## src/rtl/write_arbiter_if.sv

```systemverilog
`default_nettype none
// ============================================================
// Interface : write_arbiter_if
// AW/W/B request, finish and grant/select bundle for write_arbiter.
// Rev       : 1.0
// ============================================================
interface write_arbiter_if #(
  parameter int M                     = 2,
  parameter int S                     = 2,
  parameter int NUM_OUTSTANDING_TRANS = 2,
  parameter int ADDR_WIDTH            = 32
);
  localparam int MW = $clog2(M);
  localparam int SW = $clog2(S);
  localparam int IW = $clog2(NUM_OUTSTANDING_TRANS);

  logic [M-1:0]              AW_request_f;
  logic [M*ADDR_WIDTH-1:0]   AW_addr_f;
  logic [M*IW-1:0]           AW_id_f;
  logic [S-1:0]              AW_finish_f;
  logic [M-1:0]              AW_grant_f;
  logic [M*SW-1:0]           AW_sel_f;
  logic [S-1:0]              W_last_f;
  logic [M-1:0]              W_grant_f;
  logic [M*SW-1:0]           W_sel_f;
  logic [S-1:0]              B_request_f;
  logic [S*(MW+IW)-1:0]      B_id_f;
  logic [S-1:0]              B_finish_f;
  logic [S-1:0]              B_grant_f;
  logic [S*MW-1:0]           B_sel_f;

  // Arbiter side
  modport master (
    input  AW_request_f, AW_addr_f, AW_id_f, AW_finish_f, W_last_f,
    input  B_request_f, B_id_f, B_finish_f,
    output AW_grant_f, AW_sel_f, W_grant_f, W_sel_f, B_grant_f, B_sel_f
  );

  // Crossbar / endpoint side
  modport slave (
    output AW_request_f, AW_addr_f, AW_id_f, AW_finish_f, W_last_f,
    output B_request_f, B_id_f, B_finish_f,
    input  AW_grant_f, AW_sel_f, W_grant_f, W_sel_f, B_grant_f, B_sel_f
  );
endinterface
`default_nettype wire

```

## src/rtl/write_arbiter.sv

```systemverilog
`default_nettype none
// ============================================================
// Module : write_arbiter
// Round-robin AXI write-path arbiter with a per-master/ID scoreboard for B routing.
// Rev    : 1.0
// ============================================================
module write_arbiter #(
  parameter int M                     = 2,
  parameter int S                     = 2,
  parameter int NUM_OUTSTANDING_TRANS = 2,
  parameter int ADDR_WIDTH            = 32
) (
  input  logic            clk,
  input  logic            clr,
  write_arbiter_if.master bus
);
  localparam int MW        = $clog2(M);
  localparam int SW        = $clog2(S);
  localparam int IW        = $clog2(NUM_OUTSTANDING_TRANS);
  localparam int C_EW      = MW + IW;
  localparam int C_ENTRIES = M * NUM_OUTSTANDING_TRANS;

  typedef enum logic [1:0] {AW_IDLE = 2'd0, AW_ALLOW = 2'd1, W_ALLOW = 2'd2} aw_state_t;
  typedef enum logic [0:0] {B_IDLE = 1'b0, B_ALLOW = 1'b1} b_state_t;

  aw_state_t           r_aw_state, w_aw_state_nxt;
  b_state_t            r_b_state, w_b_state_nxt;
  logic [MW-1:0]       r_p, w_p_nxt;
  logic [SW-1:0]       r_q, w_q_nxt;
  logic [SW-1:0]       r_tgt;
  logic [MW-1:0]       r_mid;
  logic [C_ENTRIES-1:0] r_valid;
  logic [SW-1:0]       r_slave [C_ENTRIES];

  logic [M*SW-1:0]     w_aw_sel;
  logic [IW-1:0]       w_cur_id;
  logic [SW-1:0]       w_cur_sel;
  logic [C_EW-1:0]     w_set_idx;
  logic [C_EW-1:0]     w_bid;
  logic                w_set;
  logic                w_clr;
  logic [M-1:0]        w_aw_grant, w_w_grant;
  logic [M*SW-1:0]     w_w_sel;
  logic [S-1:0]        w_b_grant;
  logic [S*MW-1:0]     w_b_sel;
  logic                w_addr_unused;

  // Slave decode is the 64 KiB window index: address bits above bit 15.
  genvar gi;
  generate
    for (gi = 0; gi < M; gi++) begin : g_dec
      assign w_aw_sel[gi*SW +: SW] = bus.AW_addr_f[gi*ADDR_WIDTH + 16 +: SW];
    end
  endgenerate
  assign w_addr_unused = ^bus.AW_addr_f;

  assign w_cur_id  = bus.AW_id_f[int'(r_p)*IW +: IW];
  assign w_cur_sel = w_aw_sel[int'(r_p)*SW +: SW];
  assign w_set_idx = {r_p, w_cur_id};
  // BID layout {master, id} is exactly the scoreboard index.
  assign w_bid     = bus.B_id_f[int'(r_q)*C_EW +: C_EW];

  always_comb begin
    w_aw_state_nxt = r_aw_state;
    w_p_nxt        = r_p;
    w_set          = 1'b0;
    w_aw_grant     = '0;
    w_w_grant      = '0;
    w_w_sel        = '0;
    case (r_aw_state)
      AW_IDLE: begin
        if (bus.AW_request_f[r_p] && !r_valid[w_set_idx]) begin
          w_aw_state_nxt = AW_ALLOW;
          w_set          = 1'b1;
        end else begin
          w_p_nxt = r_p + 1'b1;
        end
      end
      AW_ALLOW: begin
        w_aw_grant[r_p] = 1'b1;
        if (bus.AW_finish_f[r_tgt]) w_aw_state_nxt = W_ALLOW;
      end
      W_ALLOW: begin
        w_w_grant[r_p]               = 1'b1;
        w_w_sel[int'(r_p)*SW +: SW]  = r_tgt;
        if (bus.W_last_f[r_tgt]) begin
          w_aw_state_nxt = AW_IDLE;
          w_p_nxt        = r_p + 1'b1;
        end
      end
      default: w_aw_state_nxt = AW_IDLE;
    endcase
  end

  always_comb begin
    w_b_state_nxt = r_b_state;
    w_q_nxt       = r_q;
    w_clr         = 1'b0;
    w_b_grant     = '0;
    w_b_sel       = '0;
    case (r_b_state)
      B_IDLE: begin
        if (bus.B_request_f[r_q] && r_valid[w_bid] && (r_slave[w_bid] == r_q)) begin
          w_b_state_nxt = B_ALLOW;
          w_clr         = 1'b1;
        end else begin
          w_q_nxt = r_q + 1'b1;
        end
      end
      B_ALLOW: begin
        w_b_grant[r_q]              = 1'b1;
        w_b_sel[int'(r_q)*MW +: MW] = r_mid;
        if (bus.B_finish_f[r_q]) begin
          w_b_state_nxt = B_IDLE;
          w_q_nxt       = r_q + 1'b1;
        end
      end
      default: w_b_state_nxt = B_IDLE;
    endcase
  end

  always_ff @(posedge clk or negedge clr) begin
    if (!clr) begin
      r_aw_state <= AW_IDLE;
      r_b_state  <= B_IDLE;
      r_p        <= '0;
      r_q        <= '0;
      r_tgt      <= '0;
      r_mid      <= '0;
    end else begin
      r_aw_state <= w_aw_state_nxt;
      r_b_state  <= w_b_state_nxt;
      r_p        <= w_p_nxt;
      r_q        <= w_q_nxt;
      if (w_set) r_tgt <= w_cur_sel;
      if (w_clr) r_mid <= w_bid[C_EW-1 -: MW];
    end
  end

  // Set needs !valid and clear needs valid, so they never collide on one entry.
  always_ff @(posedge clk or negedge clr) begin
    if (!clr) begin
      r_valid <= '0;
      for (int i = 0; i < C_ENTRIES; i++) r_slave[i] <= '0;
    end else begin
      for (int i = 0; i < C_ENTRIES; i++) begin
        if (w_set && (w_set_idx == C_EW'(i))) begin
          r_valid[i] <= 1'b1;
          r_slave[i] <= w_cur_sel;
        end else if (w_clr && (w_bid == C_EW'(i))) begin
          r_valid[i] <= 1'b0;
        end
      end
    end
  end

  assign bus.AW_sel_f   = w_aw_sel;
  assign bus.AW_grant_f = w_aw_grant;
  assign bus.W_grant_f  = w_w_grant;
  assign bus.W_sel_f    = w_w_sel;
  assign bus.B_grant_f  = w_b_grant;
  assign bus.B_sel_f    = w_b_sel;
endmodule
`default_nettype wire

```

## src/flat_wrapper.sv

```systemverilog
// flat-port wrapper written by rule: the top's interface ports become plain ports
module write_arbiter_flat 
#(
  parameter int M                     = 2,
  parameter int S                     = 2,
  parameter int NUM_OUTSTANDING_TRANS = 2,
  parameter int ADDR_WIDTH            = 32
)
  (clk, clr, bus_AW_request_f, bus_AW_addr_f, bus_AW_id_f, bus_AW_finish_f, bus_W_last_f, bus_B_request_f, bus_B_id_f, bus_B_finish_f, bus_AW_grant_f, bus_AW_sel_f, bus_W_grant_f, bus_W_sel_f, bus_B_grant_f, bus_B_sel_f);
  write_arbiter_if #(.M(M), .S(S), .NUM_OUTSTANDING_TRANS(NUM_OUTSTANDING_TRANS), .ADDR_WIDTH(ADDR_WIDTH)) bus_i ();
  input  logic clk;
  input  logic clr;
  input wire logic [$bits(bus_i.AW_request_f)-1:0] bus_AW_request_f;
  input wire logic [$bits(bus_i.AW_addr_f)-1:0] bus_AW_addr_f;
  input wire logic [$bits(bus_i.AW_id_f)-1:0] bus_AW_id_f;
  input wire logic [$bits(bus_i.AW_finish_f)-1:0] bus_AW_finish_f;
  input wire logic [$bits(bus_i.W_last_f)-1:0] bus_W_last_f;
  input wire logic [$bits(bus_i.B_request_f)-1:0] bus_B_request_f;
  input wire logic [$bits(bus_i.B_id_f)-1:0] bus_B_id_f;
  input wire logic [$bits(bus_i.B_finish_f)-1:0] bus_B_finish_f;
  output wire logic [$bits(bus_i.AW_grant_f)-1:0] bus_AW_grant_f;
  output wire logic [$bits(bus_i.AW_sel_f)-1:0] bus_AW_sel_f;
  output wire logic [$bits(bus_i.W_grant_f)-1:0] bus_W_grant_f;
  output wire logic [$bits(bus_i.W_sel_f)-1:0] bus_W_sel_f;
  output wire logic [$bits(bus_i.B_grant_f)-1:0] bus_B_grant_f;
  output wire logic [$bits(bus_i.B_sel_f)-1:0] bus_B_sel_f;
  assign bus_i.AW_request_f = bus_AW_request_f;
  assign bus_i.AW_addr_f = bus_AW_addr_f;
  assign bus_i.AW_id_f = bus_AW_id_f;
  assign bus_i.AW_finish_f = bus_AW_finish_f;
  assign bus_i.W_last_f = bus_W_last_f;
  assign bus_i.B_request_f = bus_B_request_f;
  assign bus_i.B_id_f = bus_B_id_f;
  assign bus_i.B_finish_f = bus_B_finish_f;
  assign bus_AW_grant_f = bus_i.AW_grant_f;
  assign bus_AW_sel_f = bus_i.AW_sel_f;
  assign bus_W_grant_f = bus_i.W_grant_f;
  assign bus_W_sel_f = bus_i.W_sel_f;
  assign bus_B_grant_f = bus_i.B_grant_f;
  assign bus_B_sel_f = bus_i.B_sel_f;
  write_arbiter #(.M(M), .S(S), .NUM_OUTSTANDING_TRANS(NUM_OUTSTANDING_TRANS), .ADDR_WIDTH(ADDR_WIDTH)) u_core (.clk(clk), .clr(clr), .bus(bus_i));
endmodule
```

## config.mk

```make
export PLATFORM = sky130hd
export DESIGN_NAME = write_arbiter_flat
export DESIGN_NICKNAME = d
export VERILOG_FILES = /design/src/rtl/write_arbiter_if.sv /design/src/rtl/write_arbiter.sv /design/src/flat_wrapper.sv
export SDC_FILE = /design/constraint.sdc
export NUM_CORES = 1
export LEC_CHECK = 0
export BUFFER_PORTS_ARGS = -buffer_cell sky130_fd_sc_hd__buf_2
export CORE_MARGIN = 2
export CORE_UTILIZATION = 39
export CTS_BUF_LIST = sky130_fd_sc_hd__clkbuf_4 sky130_fd_sc_hd__clkbuf_8 sky130_fd_sc_hd__clkbuf_16
export CTS_CLUSTER_DIAMETER = 200
export DETAILED_ROUTE_END_ITERATION = 10
export HOLD_SLACK_MARGIN = 0.08
export PLACE_DENSITY = 0.88
export SETUP_SLACK_MARGIN = 0.5
export SLEW_MARGIN = 20
export SYNTH_ARGS = -nofsm -noshare
export SYNTH_HDL_FRONTEND = slang
export SYNTH_SLANG_ARGS = --single-unit
```

## constraint.sdc

```tcl
create_clock -name clk -period 4.37 [get_ports clk]
set_clock_uncertainty 0.2 [all_clocks]
set_input_delay 1.311 -clock clk [delete_from_list [all_inputs] [get_ports clk]]
set_output_delay 1.311 -clock clk [all_outputs]
set_load 0.1 [all_outputs]
```

# Word-level counts from Yosys, hierarchy flattened
# Cells that the tools add are included.
[totals]
mem_count = 0
mem_bits_ro = 0
regBits = 15
ramBits = 0
wordCells = 127
input_bits = 82
latchBits = 0
[classes]
reduce_logical = 25
eq_ne = 15
shift = 7
n_mux = 50
bitwise = 4
order_cmp = 8
mul = 0
div = 0
n_addsub = 4
[op_table]
columns = ["cell", "count"]
rows = [
  ["$neg 1->33", 2],
  ["$shift 1x33->2 const A", 2],
  ["$shiftx 1x33->2", 2],
  ["$mux 1", 33],
  ["$mux 2", 8],
  ["$logic_and 1x1->1", 13],
  ["$eq 2x2->1 const B", 5],
  ["$reduce_bool 2->1", 5],
  ["$bmux 1 s2", 3],
  ["$eq 2x1->1 const B", 3],
  ["$logic_not 2->1", 3],
  ["$lt 1x2->1 const B", 3],
  ["$lt 2x3->1 const B", 2],
  ["$ne 2x1->1 const B", 3],
  ["$ne 2x2->1 const B", 3],
  ["$pmux 1 s2", 3],
  ["$pmux 2 s3", 1],
  ["$reduce_and 3->1", 2],
  ["$and 2x2->2", 2],
  ["$shiftx 2x2->1", 2],
  ["$shiftx 4x3->2", 1],
  ["$ge 3x3->1 const B", 1],
  ["$not 2->3", 1],
  ["$add 1x1->1 const B", 2],
  ["6 further kinds", 8],
]

# Logic depth before layout (Yosys ltp)
# Gate-level depths: netlist of the first run.
[depth]
depth_word = 12
depth_mapped = 7
mapped_depth_nobuf = 5

# Worst setup path after synthesis of the first run
# No wires, ideal clock.
[synth_path]
kind = "reg2out"
from = "reg u_core.r_q"
to = "out bus_B_grant_f[1]"
slack_ps = 763
n_path_buf = 2
stages_incl_launch_ff = 5
t_arrival_ps = 2096
cell_sequence = "dfrtp_1 > buf_4 > buf_2 > inv_1 > nor2_1"
[synth_via]
elab_chain_len = 5
elab_cells_between_ends = 6
[synth_rtl]
columns = ["element", "line_no", "text"]
rows = [
  ["start: declaration", "write_arbiter.sv:29", "logic [SW-1:0] r_q, w_q_nxt;"],
  ["start signal: assignment", "write_arbiter.sv:134", "r_q <= w_q_nxt;"],
  ["$lt 1x2->1 (not written as such) / $ge 1x1->1 (equally long branches)", "write_arbiter.sv:111", "w_b_grant[r_q] = 1'b1;"],
  ["$logic_and 1x1->1 (not written as such)", "write_arbiter.sv:111", ""],
  ["$mux 1 (not written as such)", "write_arbiter.sv:111", ""],
  ["$demux 1 s1 (*)", "--", ""],
  ["$mux 2 (*)", "write_arbiter.sv:101", "case (r_b_state)"],
  ["end: declaration", "flat_wrapper.sv:25", "output wire logic [$bits(bus_i.B_grant_f)-1:0] bus_B_grant_f;"],
]
# Mark *: on every way between the ends. The rest lies on a longest branch, timed or not.

# Worst setup path in the final report of the first run
[layout_path]
from = "reg u_core.r_q"
to = "out bus_B_sel_f[1]"
[layout_via]
elab_chain_len = 4
elab_cells_between_ends = 5
[layout_rtl]
columns = ["element", "line_no", "text"]
rows = [
  ["$neg 1->33 (*)", "write_arbiter.sv:112", "w_b_sel[int'(r_q)*MW +: MW] = r_mid;"],
  ["$shiftx 1x33->2 / $shift 1x33->2 (equally long branches)", "write_arbiter.sv:112", ""],
  ["$and 2x2->2 (no line) (*)", "--", ""],
  ["$mux 2 (*)", "write_arbiter.sv:101", ""],
  ["end: declaration", "flat_wrapper.sv:26", "output wire logic [$bits(bus_i.B_sel_f)-1:0] bus_B_sel_f;"],
]
# Marks and branches as above.

==> flow_summary.ini, run 1 <==
[sta]
slew_headroom_pct = 58.6
clock.fmax_mhz = 291
setup_viol = 0
min_period_ns = 3.44
drv_slew = 0
rsz0062_at_grt = false
fin_crit_sh_pct = 78.8
hold_viol_final = 0
setup_ws_ns = 0.928
worst_slew_pin_slew_ns = 0.622
tns_ns = 0

[hold_path]
whs_endpoint = u_core.r_valid[2]
min_path_type = register to register
holdPathStages = 2
hp-start = u_core.r_valid[2]

[synth]
postSynthCellCount = 112
ys_warn_count = 0
yosysTopAreaCell = dfrtp_1
synth_area_leaders = dfrtp_1 37%, mux2i_1 7.8%, mux2_2 6.6%
yosysSeqAreaShare_pct = 36.7
synthArstFlopShare_pct = 100
synth_cell_type_count = 32
synth_edf_count = 0
synth_area_um2 = 1020
synth_nets = 194
synth_seq_cells = 15
netlist.area_leader.share_pct = 36.7
ys.flop_type = dfrtp_1
syn_avg_cell_area_um2 = 9.13

[cells_and_area]
drive_above_1_share_pct = 31.9
n_antenna_cell = 0
area.growth.synth_to_final_pct = 17.9
final_common_cell = buf_2
mostFrequentLayoutCells = 31 x buf_2, 17 x nor2_1, 15 x dfrtp_1
num-nets-final = 224

[floorplan]
dieArea_um2 = 3050
core_um2 = 2480
start_util_pct = 41.3
io_pins = 94
die_h_um = 55.2
die_w_um = 55.2
rows = 18

[global_route]
grt_overflow = 0
grtUsageTotal_pct = 15.1
grt_max_degree = 22
grt_pass1_vias = 767
grt_pass1_wl_mm = 3.28
antenna_found_initial = 0

[detailed_routing]
viasPerCell = 5.42
wl_per_cell_um = 12.6
ant_nets = 0
drc = 0
via_count = 927
drt_iter0_markers = 24
drt_wl_total_mm = 2.16
first_pass_iters = 4

[critical_path]
crit_type = register to output port
start_kind = register
end_kind = output port
path_max_fanout = 21
cp.required_ns = 2.86
worst_r2r_endpoint = u_core.r_mid
r2r_cells = 5
worstPathArrival_ns = 1.93
r2r_setup_slack_ns = 1.85
r2r_start = u_core.r_q

[placed_design]
finalWeightedCongestion = 0.849
dp_slack_ns = 1.04
hpwl_mm = 1.75
port_buffers = 31

[power]
p_leak_nw = 0.588
power_density_nw_per_um2 = 835
vdd_drop_max_v = 0.000594

[clock_tree]
ctsResizeCount = 0
postCtsSetupBuffers = 0
clkSinkCount = 15
cts_tree = built
cts_max_level = 1
cts.clk_slew.worst_paths_ns = 0.08
clockRootBuffer = clkbuf_4
cts_made_buffers = 3
cts_buffer_depth = 2
hold_buffers = 0
clock_latency_ns = 0.28

[run_status]
status = complete, no violations

[run]
cap_violations = 0
[layer usage]
layer	global-route usage, %	up-vias	part of all wire (%)
met1	20.6	424	45
li1	-	454	-
met5	0	-	0
met3	2.15	8	6.7
met2	23.0	41	46
met4	8.13	0	2.9
[registers in the layout, indices dropped and copies added (netlist names)]
register	flops
u_core.r_mid	1
u_core.r_p	1
u_core.r_slave	4
u_core.r_tgt	1
u_core.r_q	1
u_core.r_aw_state	2
u_core.r_valid	4
u_core.r_b_state	1
[cell families (layout without fill, tap and decap cells)]
logic type / Yosys count / count (layout) / synth area share, %
AO/OA/AOI/OAI: 20 / 20 / 12.5
XOR/XNOR: 3 / 3 / 2.57
buffers and inverters: 9 / 38 / 5.02
flip-flops: 15 / 15 / 36.7
multiplexers: 16 / 16 / 18.0
AND/OR/NAND/NOR: 49 / 49 / 25.2
[worst max-delay path by stage]
| stage | startpoint | end | cells past startpoint |
|---|---|---|---|
| after floorplan | u_core.r_q | bus_B_grant_f[1] | 4 |
| after global placement | bus_AW_addr_f[16] | bus_AW_sel_f[0] | 2 |
| after detailed placement | bus_AW_addr_f[16] | bus_AW_sel_f[0] | 2 |
| after CTS | u_core.r_q | bus_B_sel_f[1] | 3 |
| after global routing | u_core.r_q | bus_B_sel_f[1] | 3 |
| final | u_core.r_q | bus_B_sel_f[1] | 3 |
[worst max-delay path, stage by stage, from the launching register on]
cell and delay, ns:
dfrtp_1 0.75, inv_1 0.24, nor2_1 0.20, buf_2 0.45
[stage by stage]
stage          power [mW]  hold slack, ns  util (%)  instance area (um^2)  instances
6_report             1.01           0.347      48.6                  1200        171
4_1_cts              1.01           0.351      48.6                  1200        171
2_1_floorplan       0.827           0.283         -                  1020        112
3_3_place_gp        0.899           0.318      47.4                  1170        167
3_5_place_dp        0.924           0.322      47.4                  1170        167
5_1_grt              1.07           0.375      48.6                  1200        171
[power by group]
part | leakage [nW] | total (mW) | internal [mW] | switching (mW)
clock | 0.0184 | 0.0822 | 0.0416 | 0.0406
sequential | 0.179 | 0.297 | 0.208 | 0.0890
combinational | 0.390 | 0.628 | 0.197 | 0.431
[Yosys cell counts (4+ instances only)]
master,count
mux2i_1,8
nor2_1,17
o31ai_1,4
o21ai_1,5
nand3_1,4
nand2_1,7
dfrtp_1,15
o21ai_0,4
buf_4,4
mux2_2,6
[cell type report]
cell class	instances	area (um^2)
clock buffers	4	30.0
inverters	3	11.3
repair buffers	31	155
fillers	235	1270
multi-input cells	88	596
well taps	30	37.5
flip-flops and latches	15	375
Note: power is estimated with default switching activity, not from simulation.
==> inputs of run 2 (changes only) <==
ABC_AREA = 1   (was not set)
CORE_UTILIZATION = 36   (was 39)
PLACE_DENSITY = 0.83   (was 0.88)
clock period = 3.2 ns   (was 4.37 ns; I/O delays follow)
==> run 2 against run 1 <==
Compared with the run above:
- cell count increased by 20%
- worst setup slack lost 0.35 ns
- sequential power grew 32%
- core utilization fell by 3.1 points
- synthesized area decreased by 1.6%
- global-route usage decreased by 0.71 points
- wire length is 1.2% higher
- non-clock buffer count stayed put
- register-to-register slack worse by 0.48 ns
==> flow_summary.ini, run 2 <==
[synth]
synth_area_um2 = 1010
ys_warn_count = 0
synth_common_cells = 42 x nand2_1, 15 x dfrtp_1, 15 x inv_1, 15 x nor2_1, 14 x nand3_1
synth_nets = 225
synth_area_leaders = dfrtp_1 37%, nand2_1 16%, nand3_1 7.0%
netlist.area_leader.share_pct = 37.3
ys.flop_type = dfrtp_1
synthArstFlopShare_pct = 100
synth_cell_type_count = 24
synth_seq_cells = 15
synth_edf_count = 0
postSynthCellCount = 143
syn_avg_cell_area_um2 = 7.03
yosysMostFrequentCell = nand2_1
yosysSeqAreaShare_pct = 37.3
yosysTopAreaCell = dfrtp_1

[floorplan]
io_pins = 94
core_um2 = 2710
die_w_um = 56.9
rows = 19
start_util_pct = 37.1
dieArea_um2 = 3230
die_h_um = 56.9

[sta]
tns_ns = 0
rsz0062_at_grt = false
fin_crit_sh_pct = 81.9
hold_viol_final = 0
slew_headroom_pct = 67.8
min_period_ns = 2.62
setup_viol = 0
clock.fmax_mhz = 382
drv_slew = 0
worst_slew_pin_slew_ns = 0.486

[clock_tree]
cts_buffer_depth = 2
clkSinkCount = 15
clockRootBuffer = clkbuf_4
cts_tree = built
postCtsSetupBuffers = 0
cts_max_level = 1
hold_buffers = 0
cts.clk_slew.worst_paths_ns = 0.08
clock_latency_ns = 0.28
cts_made_buffers = 3

[detailed_routing]
viasPerCell = 4.89
drt_iter0_markers = 25
drt_wl_total_mm = 2.18
wl_per_cell_um = 10.6
ant_nets = 0
via_count = 1003
drc = 0
first_pass_iters = 4

[critical_path]
cp.required_ns = 2.04
crit_type = primary input to output port
critPathBufInv = 2
worstPathArrival_ns = 1.46
path_cells = buf_2 -> buf_2
cp_slowest_cell = buf_2
start_kind = primary input
crit_top_cell = buf_2
cpPeakStageDelay_ns = 0.41
end_kind = output port
path_max_fanout = 2
critPathTopFamily = buffers and inverters

[global_route]
grt_pass1_wl_mm = 3.75
grt_max_degree = 16
grt_pass1_vias = 898
antenna_found_initial = 0
grt_overflow = 0
grtUsageTotal_pct = 14.4

[power]
vdd_drop_max_v = 0.000640
p_leak_nw = 0.676
power_density_nw_per_um2 = 1050

[cells_and_area]
area.growth.synth_to_final_pct = 22.6
n_antenna_cell = 0
final_common_cell = nand2_1
drive_above_1_share_pct = 32.8
finish.utilization_pct = 45.5
reg_top3 = u_core.r_slave x4, u_core.r_valid x4, u_core.r_aw_state x2
num-nets-final = 257
multiInputGateArea_um2 = 553
mostFrequentLayoutCells = 42 x nand2_1, 26 x buf_2, 15 x inv_1
fill_cells = 288
regArea_um2 = 378

[run]
cap_violations = 0

[placed_design]
finalWeightedCongestion = 0.809
port_buffers = 31
hpwl_mm = 1.75

[hold_path]
min_path_type = register to register

[run_status]
status = complete, no violations
run 2: cell count changes after synthesis, moves of 4 or more:
cell,before,now
inv_1,3,15
mux2_2,6,0
mux2i_1,8,0
nand2_1,7,42
nand2_2,0,7
nand3_1,4,14
nand4_1,2,6
o21ai_1,5,1
o31ai_1,4,0
run 2: per-stage QoR:
step           worst slack [ns]  total power [mW]  hold slack [ns]  std cells  instance area (um^2)
6_report                  0.581              1.29            0.296        205                  1230
4_1_cts                   0.519              1.30            0.301        205                  1230
3_5_place_dp              0.580              1.18            0.280        201                  1190
3_3_place_gp              0.583              1.16            0.274        201                  1190
2_1_floorplan             0.168              1.05            0.253        143                  1030
5_1_grt                   0.509              1.41            0.335        205                  1230
run 2: timing repair:
action                                  CTS  global route
endpoints found under the setup margin    6             5
hold endpoints to repair                  0             0
resized for setup                         4             3
run 2: final cells by class:
class	count	area share (%)
repair buffers	31	13.6
flip-flops and latches	15	30.6
multi-input cells	107	44.8
well taps	31	3.14
clock buffers	4	2.43
inverters	17	5.38
run 2: metal layers:
layer	vias to the layer above	global-route usage (%)	share of wire [%]
li1	526	-	-
met1	431	19.5	47
met2	44	22.9	44
met3	2	2.07	8.2
met5	-	0	0
met4	0	5.98	0.55
run 2: cell families after synthesis:
logic type	count (synthesis)	share of synthesized area, %
compound gates	15	9.33
xor+xnor	1	0.871
buf+inv	21	9.70
flops	15	37.3
simple gates	91	42.8
run 2: path summary, 6_finish.rpt:
check | startpoint | to | slack, ns | cells after the start
hold / removal | u_core.r_mid | u_core.r_mid | 0.30 | 2
setup / recovery | bus_AW_addr_f[48] | bus_AW_sel_f[1] | 0.58 | 2
setup reg to reg | u_core.r_q | u_core.r_q | 1.37 | 9
min in group asynchronous | clr | u_core.r_slave[2] | 0.37 | 1
max in group asynchronous | clr | u_core.r_q | 2.14 | 1
hold reg to reg | u_core.r_mid | u_core.r_mid | 0.30 | 2
run 2: where the power goes:
part           total (mW)  internal [mW]  switching (mW)
sequential          0.393          0.282           0.112
combinational       0.789          0.212           0.576
clock               0.113         0.0568          0.0562
total                1.29          0.551           0.744
